## src/rtl/alu_arb_pkg.sv

```systemverilog
// Shared types and ALU unit-select codes for the ALU arbiter.
package alu_arb_pkg;

  typedef enum logic [1:0] {
    IDLE = 2'b00,
    EXEC = 2'b01,
    RESP = 2'b10
  } state_e;

  localparam int UNIT_W = 3;
  localparam int DATA_W = 8;

  localparam logic [UNIT_W-1:0] UNIT_ADD   = 3'b000;
  localparam logic [UNIT_W-1:0] UNIT_AND   = 3'b001;
  localparam logic [UNIT_W-1:0] UNIT_SHIFT = 3'b010;
  localparam logic [UNIT_W-1:0] UNIT_MOV   = 3'b011;
  localparam logic [UNIT_W-1:0] UNIT_OR    = 3'b100;
  localparam logic [UNIT_W-1:0] UNIT_XOR   = 3'b101;
  localparam logic [UNIT_W-1:0] UNIT_MUL   = 3'b110;
  localparam logic [UNIT_W-1:0] UNIT_PASS  = 3'b111;

endpackage

```

## src/rtl/alu_arbiter_rr_picker.sv

```systemverilog
// Combinational rotating picker: first valid index at or after start_in, wrapping modulo NREQ.
// With ALU_ARB_PRIO_EN the parent ties start_in to 0, giving fixed lowest-index priority.
module rr_picker
  import alu_arb_pkg::*;
#(
  parameter int NREQ = 2,
  parameter int IDW  = $clog2(NREQ)
) (
  input  logic [NREQ-1:0] valid_in,
  input  logic [IDW-1:0]  start_in,
  output logic [NREQ-1:0] grant_oh_out,
  output logic [IDW-1:0]  grant_idx_out,
  output logic            any_valid_out
);

  logic [NREQ-1:0] rot_s;
  logic [IDW:0]    sum_s;

  // Rotate the valid vector so bit k is requester (start+k) mod NREQ, then pick the lowest k.
  always_comb begin
    rot_s         = NREQ'({valid_in, valid_in} >> start_in);
    grant_idx_out = '0;
    sum_s         = '0;
    for (int k = NREQ - 1; k >= 0; k--) begin
      sum_s         = {1'b0, start_in} + (IDW+1)'(k);
      sum_s         = (sum_s >= (IDW+1)'(NREQ)) ? (sum_s - (IDW+1)'(NREQ)) : sum_s;
      grant_idx_out = rot_s[k] ? sum_s[IDW-1:0] : grant_idx_out;
    end
    any_valid_out = |rot_s;
    grant_oh_out  = '0;
    for (int j = 0; j < NREQ; j++) begin
      grant_oh_out[j] = any_valid_out && (grant_idx_out == IDW'(j));
    end
  end

endmodule

```

## src/rtl/alu_arbiter.sv

```systemverilog
// Shares one combinational ALU between NREQ requesters: accept, execute for one cycle, respond.
// Build option ALU_ARB_PRIO_EN: fixed lowest-index priority instead of round-robin.
module alu_arbiter
  import alu_arb_pkg::*;
#(
  parameter  int NREQ = 2,
  localparam int IDW  = $clog2(NREQ)
) (
  input  logic                     clk_in,
  input  logic                     rst_in,
  input  logic [NREQ-1:0]          req_valid_in,
  output logic [NREQ-1:0]          req_ready_out,
  input  logic [UNIT_W*NREQ-1:0]   req_unit_sel_in,
  input  logic [NREQ-1:0]          req_op_sel_in,
  input  logic [DATA_W*NREQ-1:0]   req_acc_in,
  input  logic [DATA_W*NREQ-1:0]   req_src_in,
  output logic [NREQ-1:0]          rsp_valid_out,
  input  logic [NREQ-1:0]          rsp_ready_in,
  output logic [DATA_W-1:0]        rsp_data_out,
  output logic [UNIT_W-1:0]        alu_unit_sel_out,
  output logic                     alu_op_sel_out,
  output logic [DATA_W-1:0]        alu_acc_out,
  output logic [DATA_W-1:0]        alu_src_out,
  input  logic [DATA_W-1:0]        alu_res_in,
  output logic                     busy_out
);

  state_e            state_q,  state_d;
  logic [IDW-1:0]    grant_q,  grant_d;
  logic [DATA_W-1:0] result_q, result_d;
  logic [UNIT_W-1:0] unit_q,   unit_d;
  logic              op_q,     op_d;
  logic [DATA_W-1:0] acc_q,    acc_d;
  logic [DATA_W-1:0] src_q,    src_d;

  logic [IDW-1:0]    start_s;
  logic [NREQ-1:0]   pick_oh_s;
  logic [IDW-1:0]    pick_idx_s;
  logic              pick_any_s;
  logic [NREQ-1:0]   gnt_oh_s;
  logic              rsp_hs_s;
  logic [UNIT_W-1:0] sel_unit_s;
  logic              sel_op_s;
  logic [DATA_W-1:0] sel_acc_s;
  logic [DATA_W-1:0] sel_src_s;

`ifdef ALU_ARB_PRIO_EN
  assign start_s = '0;
`else
  logic [IDW-1:0] rr_q, rr_d;
  assign start_s = rr_q;
`endif

  rr_picker #(
    .NREQ (NREQ),
    .IDW  (IDW)
  ) u_picker (
    .valid_in      (req_valid_in),
    .start_in      (start_s),
    .grant_oh_out  (pick_oh_s),
    .grant_idx_out (pick_idx_s),
    .any_valid_out (pick_any_s)
  );

  // Winner operand mux and granted-requester decode for the response channel.
  always_comb begin
    sel_unit_s = '0;
    sel_op_s   = 1'b0;
    sel_acc_s  = '0;
    sel_src_s  = '0;
    gnt_oh_s   = '0;
    for (int j = 0; j < NREQ; j++) begin
      sel_unit_s  = sel_unit_s | ({UNIT_W{pick_oh_s[j]}} & req_unit_sel_in[j*UNIT_W +: UNIT_W]);
      sel_op_s    = sel_op_s | (pick_oh_s[j] & req_op_sel_in[j]);
      sel_acc_s   = sel_acc_s | ({DATA_W{pick_oh_s[j]}} & req_acc_in[j*DATA_W +: DATA_W]);
      sel_src_s   = sel_src_s | ({DATA_W{pick_oh_s[j]}} & req_src_in[j*DATA_W +: DATA_W]);
      gnt_oh_s[j] = (grant_q == IDW'(j));
    end
    rsp_hs_s = |(gnt_oh_s & rsp_ready_in);
  end

  // Next-state and register-load decisions.
  always_comb begin
    state_d  = state_q;
    grant_d  = grant_q;
    result_d = result_q;
    unit_d   = unit_q;
    op_d     = op_q;
    acc_d    = acc_q;
    src_d    = src_q;
`ifndef ALU_ARB_PRIO_EN
    rr_d     = rr_q;
`endif
    case (state_q)
      IDLE: begin
        if (pick_any_s) begin
          state_d = EXEC;
          grant_d = pick_idx_s;
          unit_d  = sel_unit_s;
          op_d    = sel_op_s;
          acc_d   = sel_acc_s;
          src_d   = sel_src_s;
        end else begin
          state_d = IDLE;
        end
      end
      EXEC: begin
        result_d = alu_res_in;
        state_d  = RESP;
      end
      RESP: begin
        if (rsp_hs_s) begin
          state_d = IDLE;
`ifndef ALU_ARB_PRIO_EN
          // Move past the winner so the other requesters get the next turn.
          rr_d    = (grant_q == IDW'(NREQ - 1)) ? '0 : (grant_q + IDW'(1));
`endif
        end else begin
          state_d = RESP;
        end
      end
      default: begin
        state_d = IDLE;
      end
    endcase
  end

  // State and operand registers with synchronous reset.
  always_ff @(posedge clk_in) begin
    if (rst_in) begin
      state_q  <= IDLE;
      grant_q  <= '0;
      result_q <= '0;
      unit_q   <= '0;
      op_q     <= 1'b0;
      acc_q    <= '0;
      src_q    <= '0;
`ifndef ALU_ARB_PRIO_EN
      rr_q     <= '0;
`endif
    end else begin
      state_q  <= state_d;
      grant_q  <= grant_d;
      result_q <= result_d;
      unit_q   <= unit_d;
      op_q     <= op_d;
      acc_q    <= acc_d;
      src_q    <= src_d;
`ifndef ALU_ARB_PRIO_EN
      rr_q     <= rr_d;
`endif
    end
  end

  // Outputs decoded from state; the ALU sees zeros except during EXEC.
  always_comb begin
    req_ready_out    = '0;
    rsp_valid_out    = '0;
    rsp_data_out     = '0;
    alu_unit_sel_out = UNIT_ADD;
    alu_op_sel_out   = 1'b0;
    alu_acc_out      = '0;
    alu_src_out      = '0;
    case (state_q)
      IDLE: begin
        req_ready_out = pick_oh_s;
      end
      EXEC: begin
        alu_unit_sel_out = unit_q;
        alu_op_sel_out   = op_q;
        alu_acc_out      = acc_q;
        alu_src_out      = src_q;
      end
      RESP: begin
        rsp_valid_out = gnt_oh_s;
        rsp_data_out  = result_q;
      end
      default: begin
        req_ready_out = '0;
      end
    endcase
    busy_out = (state_q != IDLE);
  end

endmodule
```

## config.mk

```make
export PLATFORM = sky130hd
export DESIGN_NAME = alu_arbiter
export DESIGN_NICKNAME = d
export VERILOG_FILES = /design/src/rtl/alu_arb_pkg.sv /design/src/rtl/alu_arbiter_rr_picker.sv /design/src/rtl/alu_arbiter.sv
export SDC_FILE = /design/constraint.sdc
export NUM_CORES = 1
export LEC_CHECK = 0
export ABC_CLOCK_PERIOD_IN_PS = 1300
export BUFFER_PORTS_ARGS = -buffer_cell sky130_fd_sc_hd__buf_2
export CAP_MARGIN = 20
export CORE_ASPECT_RATIO = 1.4
export CORE_UTILIZATION = 40
export CTS_CLUSTER_DIAMETER = 150
export CTS_CLUSTER_SIZE = 8
export DETAILED_ROUTE_END_ITERATION = 12
export GPL_ROUTABILITY_DRIVEN = 1
export PLACE_DENSITY = 0.75
export SETUP_SLACK_MARGIN = 0.5
export SYNTH_ARGS = -nofsm -noshare
export SYNTH_HDL_FRONTEND = slang
export SYNTH_HIERARCHICAL = 1
export SYNTH_SLANG_ARGS = --single-unit
```

## constraint.sdc

```tcl
create_clock -name clk_in -period 1.3 [get_ports clk_in]
set_input_delay 0.26 -clock clk_in [delete_from_list [all_inputs] [get_ports clk_in]]
set_output_delay 0.26 -clock clk_in [all_outputs]
set_load 0.005 [all_outputs]
```

==> results of run 1 <==
==> routing by layer <==
| metal | routed length [um] | global-route usage | up-vias | share of wire |
|---|---|---|---|---|
| met5 | 0 | 0 | - | 0 |
| met4 | 249 | 0.154 | 0 | 0.039 |
| met3 | 225 | 0.0567 | 19 | 0.036 |
| met2 | 3560 | 0.535 | 77 | 0.56 |
| met1 | 2280 | 0.272 | 894 | 0.36 |
| li1 | - | - | 893 | - |
==> metrics by stage <==
step / power [mW] / worst slack, ns / TNS, ns
after global routing: 3.33 / -0.319 / -13.64
final: 3.19 / -0.246 / -10.79
after global placement: 1.78 / -0.0177 / -0.245
after floorplan: 1.60 / 0.152 / 0
after CTS: 3.07 / -0.249 / -9.21
after detailed placement: 1.80 / -0.0951 / -1.35
==> synth_stat cells (2+ instances only) <==
cell	n	area (um2)
inv_1	3	11.3
mux2i_1	2	20.0
a22oi_1	20	150
nor2_1	23	86.3
a211oi_2	19	238
dfxtp_1	32	641
buf_6	2	22.5
nor2b_1	3	18.8
and2_1	31	194
buf_4	3	22.5
nand2_1	16	60.1
a21oi_1	10	50.1
a21boi_1	3	22.5
clkbuf_1	10	37.5
==> where the power goes <==
part           internal (mW)  switching (mW)  total (mW)  leakage, nW
Clock                  0.431           0.364       0.796       0.0455
Combinational          0.727           0.527        1.25         1.11
Sequential              1.08          0.0624        1.14        0.266
==> flip-flops by register name, indices dropped and copies added, names as in the netlist <==
register	count
acc_q	8
result_q	8
src_q	8
unit_q	3
state_q	2
grant_q	1
op_q	1
rr_q	1
==> final timing paths <==
kind	end	slack, ns	depth (start not counted)	start
min reg2reg	result_q[5]	0.46	2	result_q[5]
min	rr_q	0.20	2	rst_in
max reg2reg	src_q[6]	-0.19	8	state_q[0]
max	alu_acc_out[6]	-0.25	5	state_q[0]
==> final cells by class <==
class | instances | area (um2) | area share
repair buffers | 134 | 1190 | 0.384
well taps | 43 | 53.8 | 0.0174
inverters | 3 | 13.8 | 0.00445
multi-input cells | 134 | 1100 | 0.355
flip-flops and latches | 32 | 649 | 0.210
clock buffers | 8 | 90.1 | 0.0291
==> repair_timing <==
action / CTS / global route
cloned: 10 / 1
resized for setup: 57 / 12
buffers inserted: 19 / 8
endpoints found under the setup margin: 65 / 65
pin swaps: 28 / 15
==> placed cells by master, fill, tap and decap left out, types with 9 or more instances in the layout <==
master    instances
buf_2            83
dfxtp_1          29
a211oi_2         20
and2_1           19
buf_6            19
nor2_1           17
and2_4           12
a22oi_1          12
buf_4            12
buf_16            9
buf_12            9
==> kinds of logic after synthesis <==
family          Yosys count  share of synthesized area
simple gates             78                      0.245
compound gates           54                      0.293
flops                    32                      0.389
buf+inv                  19                     0.0600
mux                       2                     0.0122
==> worst max-delay path, delay by kind of cell, from the launching register on <==
family        cells  cell delay (ns)
buf+inv           3             0.36
flops             1             0.35
simple gates      2             0.28
==> impl_metrics.env, run 1 <==
export IMPL_die_h_um=77.9
export IMPL_htreeDepth=2
export IMPL_via_per_inst=5.32
export IMPL_syn_to_final_growth_pct=87.8
export IMPL_status="finished, violations left"
export IMPL_cts_sinks=32
export IMPL_design_core_area_um2=3950
export IMPL_grt_pass1_vias=1892
export IMPL_period_needed_ns=1.55
export IMPL_crit_slowest_cell="dfxtp_2"
export IMPL_finalClockSkew_ns=0.00150
export IMPL_drc=0
export IMPL_drt_pass1_iterations=4
export IMPL_hold_viol=0
export IMPL_rsz0062_at_grt="yes"
export IMPL_worstMarginPinSlew_ns=0.329
export IMPL_routed_wl_um=6310
export IMPL_cp_max_fo=20
export IMPL_fin_util=0.782
export IMPL_ys_seq_area_frac=0.389
export IMPL_slew_headroom=0.775
export IMPL_cts_root_buf="clkbuf_8"
export IMPL_dpl_cell_count=308
export IMPL_fin_hold_ws_ns=0.198
export IMPL_grt_overflow_total=0
export IMPL_ant_nets=0
export IMPL_cp_arrival_ns=1.29
export IMPL_numCtsBuffers=5
export IMPL_maxCapViolations=0
export IMPL_grt_max_degree=22
export IMPL_post_drt_wl_per_cell_um=17.8
export IMPL_die_w_um=56.2
export IMPL_placed_area_um2=2230
export IMPL_power_density_nw_per_um2=1030
export IMPL_cts_tree="built"
export IMPL_path_class="reg -> out"
export IMPL_n_antenna_cell=0
export IMPL_clk_path_buf_depth=2
export IMPL_fill_cells=252
export IMPL_boundaryPins=87
export IMPL_synth_fp_nets=239
export IMPL_finalWeightedCongestion=0.749
export IMPL_cts_hold_buf=0
export IMPL_worstPathRequired_ns=1.04
export IMPL_grt_total_usage=0.280
export IMPL_crit_path_cell_trace="buf_6 > nor2b_4 > buf_12 > and2_1 > buf_2"
export IMPL_hp_class="in -> reg"
export IMPL_fmax_mhz=647
export IMPL_fp_dieArea_um2=4380
export IMPL_critPathLaunchType="flop"
export IMPL_drt_initial_drc_count=88
export IMPL_crit_path_end_kind="primary output"
export IMPL_grt_pass1_wl_um=9180
export IMPL_setup_viol=56
export IMPL_violations="negative setup slack"
export IMPL_crit_path_max_incr_delay_ns=0.35
export IMPL_synth_avg_cell_area_um2=8.90
export IMPL_slew_viol_final=0
export IMPL_fin_cells=354
export IMPL_peakVddDrop_v=0.000794
export IMPL_ys_async_sr_fraction=0
export IMPL_layout_drive_gt1_share=0.685
export IMPL_syn_inst=185
export IMPL_hpwlAfterDp_um=2840
export IMPL_design_area_um2=3090
export IMPL_num_vias=1883
export IMPL_fin_ws_ns=-0.246
export IMPL_port_buffers=86
export IMPL_synth_edff_count=0
export IMPL_synth_seq_cells=32
export IMPL_yosysWarningCount=6
export IMPL_antenna_found_initial=0
export IMPL_initial_core_util=0.417
export IMPL_fin_crit_sh=1.19
export IMPL_synthFlopType="dfxtp_1"
export IMPL_fin_nets=364
export IMPL_synthDistinctLibCells=22
export IMPL_p_leak_nw=1.42
export IMPL_clkLatencyLatePin_ns=0.29
export IMPL_clk_pin_slew_ns=0.06
export IMPL_fp_row_count=27
export IMPL_syn_area_um2=1650
(Power assumes the default switching activity.)
==> run 2, diff against run 1 <==
--- a/config.mk
+++ b/config.mk
@@ -5,7 +5,7 @@
 export SDC_FILE = /design/constraint.sdc
 export NUM_CORES = 1
 export LEC_CHECK = 0
-export ABC_CLOCK_PERIOD_IN_PS = 1300
+export ABC_CLOCK_PERIOD_IN_PS = 1900
 export BUFFER_PORTS_ARGS = -buffer_cell sky130_fd_sc_hd__buf_2
 export CAP_MARGIN = 20
 export CORE_ASPECT_RATIO = 1.4
@@ -14,7 +14,7 @@
 export CTS_CLUSTER_SIZE = 8
 export DETAILED_ROUTE_END_ITERATION = 12
 export GPL_ROUTABILITY_DRIVEN = 1
-export PLACE_DENSITY = 0.75
+export PLACE_DENSITY = 0.72
 export SETUP_SLACK_MARGIN = 0.5
 export SYNTH_ARGS = -nofsm -noshare
 export SYNTH_HDL_FRONTEND = slang
==> constraint.sdc (replaced) <==
create_clock -name clk_in -period 1.9 [get_ports clk_in]
set_input_delay 0.38 -clock clk_in [delete_from_list [all_inputs] [get_ports clk_in]]
set_output_delay 0.38 -clock clk_in [all_outputs]
set_load 0.005 [all_outputs]
==> impl_metrics.env, run 2 (synthesis results as in run 1) <==
export IMPL_status="complete, no violations"
export IMPL_fin_hold_ws_ns=0.327
export IMPL_boundaryPins=87
export IMPL_crit_path_end_kind="primary output"
export IMPL_critPathBufInv=2
export IMPL_fp_row_count=27
export IMPL_cts_hold_buf=0
export IMPL_crit_slowest_cell="dfxtp_4"
export IMPL_fin_crit_sh=0.842
export IMPL_drt_initial_drc_count=42
export IMPL_n_antenna_cell=0
export IMPL_slew_viol_final=0
export IMPL_grt_total_usage=0.196
export IMPL_die_w_um=56.2
export IMPL_crit_family="flip-flops"
export IMPL_syn_to_final_growth_pct=46.0
export IMPL_fin_ws_ns=0.300
export IMPL_grt_overflow_total=0
export IMPL_num_vias=1642
export IMPL_cts_root_buf="clkbuf_8"
export IMPL_p_leak_nw=1.14
export IMPL_slew_headroom=0.582
export IMPL_ant_nets=0
export IMPL_grt_pass1_vias=1529
export IMPL_critPathLaunchType="flop"
export IMPL_cp_arrival_ns=1.22
export IMPL_fp_dieArea_um2=4380
export IMPL_cts_tree="built"
export IMPL_crit_path_cell_trace="nor2b_4 > buf_6 > and2_1 > buf_2"
export IMPL_antenna_found_initial=0
export IMPL_clkLatencyLatePin_ns=0.29
export IMPL_place_ws_ns=0.295
export IMPL_maxCapViolations=0
export IMPL_crit_path_max_incr_delay_ns=0.36
export IMPL_numCtsBuffers=5
export IMPL_worstMarginPinSlew_ns=0.627
export IMPL_fin_nets=337
export IMPL_peakVddDrop_v=0.000603
export IMPL_grt_max_degree=27
export IMPL_mostFrequentLayoutCells="86 x buf_2, 31 x and2_1, 29 x dfxtp_1"
export IMPL_clk_path_buf_depth=2
export IMPL_layout_drive_gt1_share=0.504
export IMPL_initial_core_util=0.417
export IMPL_fmax_mhz=625
export IMPL_final_common_cell="buf_2"
export IMPL_port_buffers=86
export IMPL_rsz0062_at_grt="yes"
export IMPL_htreeDepth=2
export IMPL_clk_pin_slew_ns=0.06
export IMPL_hold_viol=0
export IMPL_fill_cells=352
export IMPL_setup_tns_ns=0
export IMPL_worstPathRequired_ns=1.52
export IMPL_post_drt_wl_per_cell_um=13.2
export IMPL_power_density_nw_per_um2=754
export IMPL_drt_pass1_iterations=4
export IMPL_finalWeightedCongestion=0.708
export IMPL_largestRegisters="acc_q: 8 flops, result_q: 8 flops, src_q: 8 flops"
export IMPL_period_needed_ns=1.60
export IMPL_die_h_um=77.9
export IMPL_hp_class="in -> reg"
export IMPL_routed_wl_um=4320
export IMPL_cp_max_fo=9
export IMPL_hpwlAfterDp_um=2970
export IMPL_via_per_inst=5.02
export IMPL_setup_viol=0
export IMPL_design_core_area_um2=3950
export IMPL_drc=0
export IMPL_cts_sinks=32
export IMPL_grt_pass1_wl_um=6610
export IMPL_finalClockSkew_ns=0.00332
export IMPL_path_class="reg -> out"
run 2: worst register-to-register path: cells and delay by family (launching register included):
family,cells,cell delay (ns)
mux,1,0.17
flops,1,0.35
buf+inv,3,0.42
simple gates,2,0.34
run 2: layer usage:
metal	vias up	part of all wire	GRT usage
met4	0	0.022	0.102
met1	743	0.39	0.190
met5	-	0	0
met3	8	0.053	0.0583
met2	57	0.54	0.365
li1	834	-	-
run 2: path summary, 6_finish.rpt:
path	startpoint	endpoint	depth (start not counted)	slack, ns
max reg2reg	state_q[0]	grant_q	6	0.48
min	alu_res_in[4]	result_q[4]	3	0.33
max	state_q[0]	alu_unit_sel_out[1]	4	0.30
min reg2reg	result_q[1]	result_q[1]	2	0.45
run 2: where the power goes:
| part | switching, mW | internal (mW) | total, mW |
|---|---|---|---|
| combinational | 0.235 | 0.260 | 0.495 |
| clock | 0.244 | 0.295 | 0.539 |
| sequential | 0.0399 | 0.740 | 0.780 |
| total | 0.518 | 1.29 | 1.81 |
run 2: area by class of cell:
class	instances	area, um2	area share
multi-input cells	134	947	0.394
flip-flops and latches	32	652	0.271
repair buffers	107	648	0.270
clock buffers	8	90.1	0.0375
well taps	43	53.8	0.0224
inverters	3	13.8	0.00572
run 2: metrics by stage:
step / std cells / instance area, um2 / util / power (mW)
CTS: 320 / 2310 / 0.583 / 1.77
detailed placement: 306 / 2130 / 0.538 / 1.20
floorplan: 185 / 1650 / - / 1.06
global placement: 306 / 2130 / 0.538 / 1.19
global route: 327 / 2400 / 0.608 / 1.90
finish: 327 / 2400 / 0.608 / 1.81
run 2: what timing repair did:
action                                  4_1_cts  5_1_grt
endpoints found under the setup margin       52       53
setup buffers                                 6        5
pin swaps                                     3        9
gates cloned                                  0        2
resized for setup                            14       11
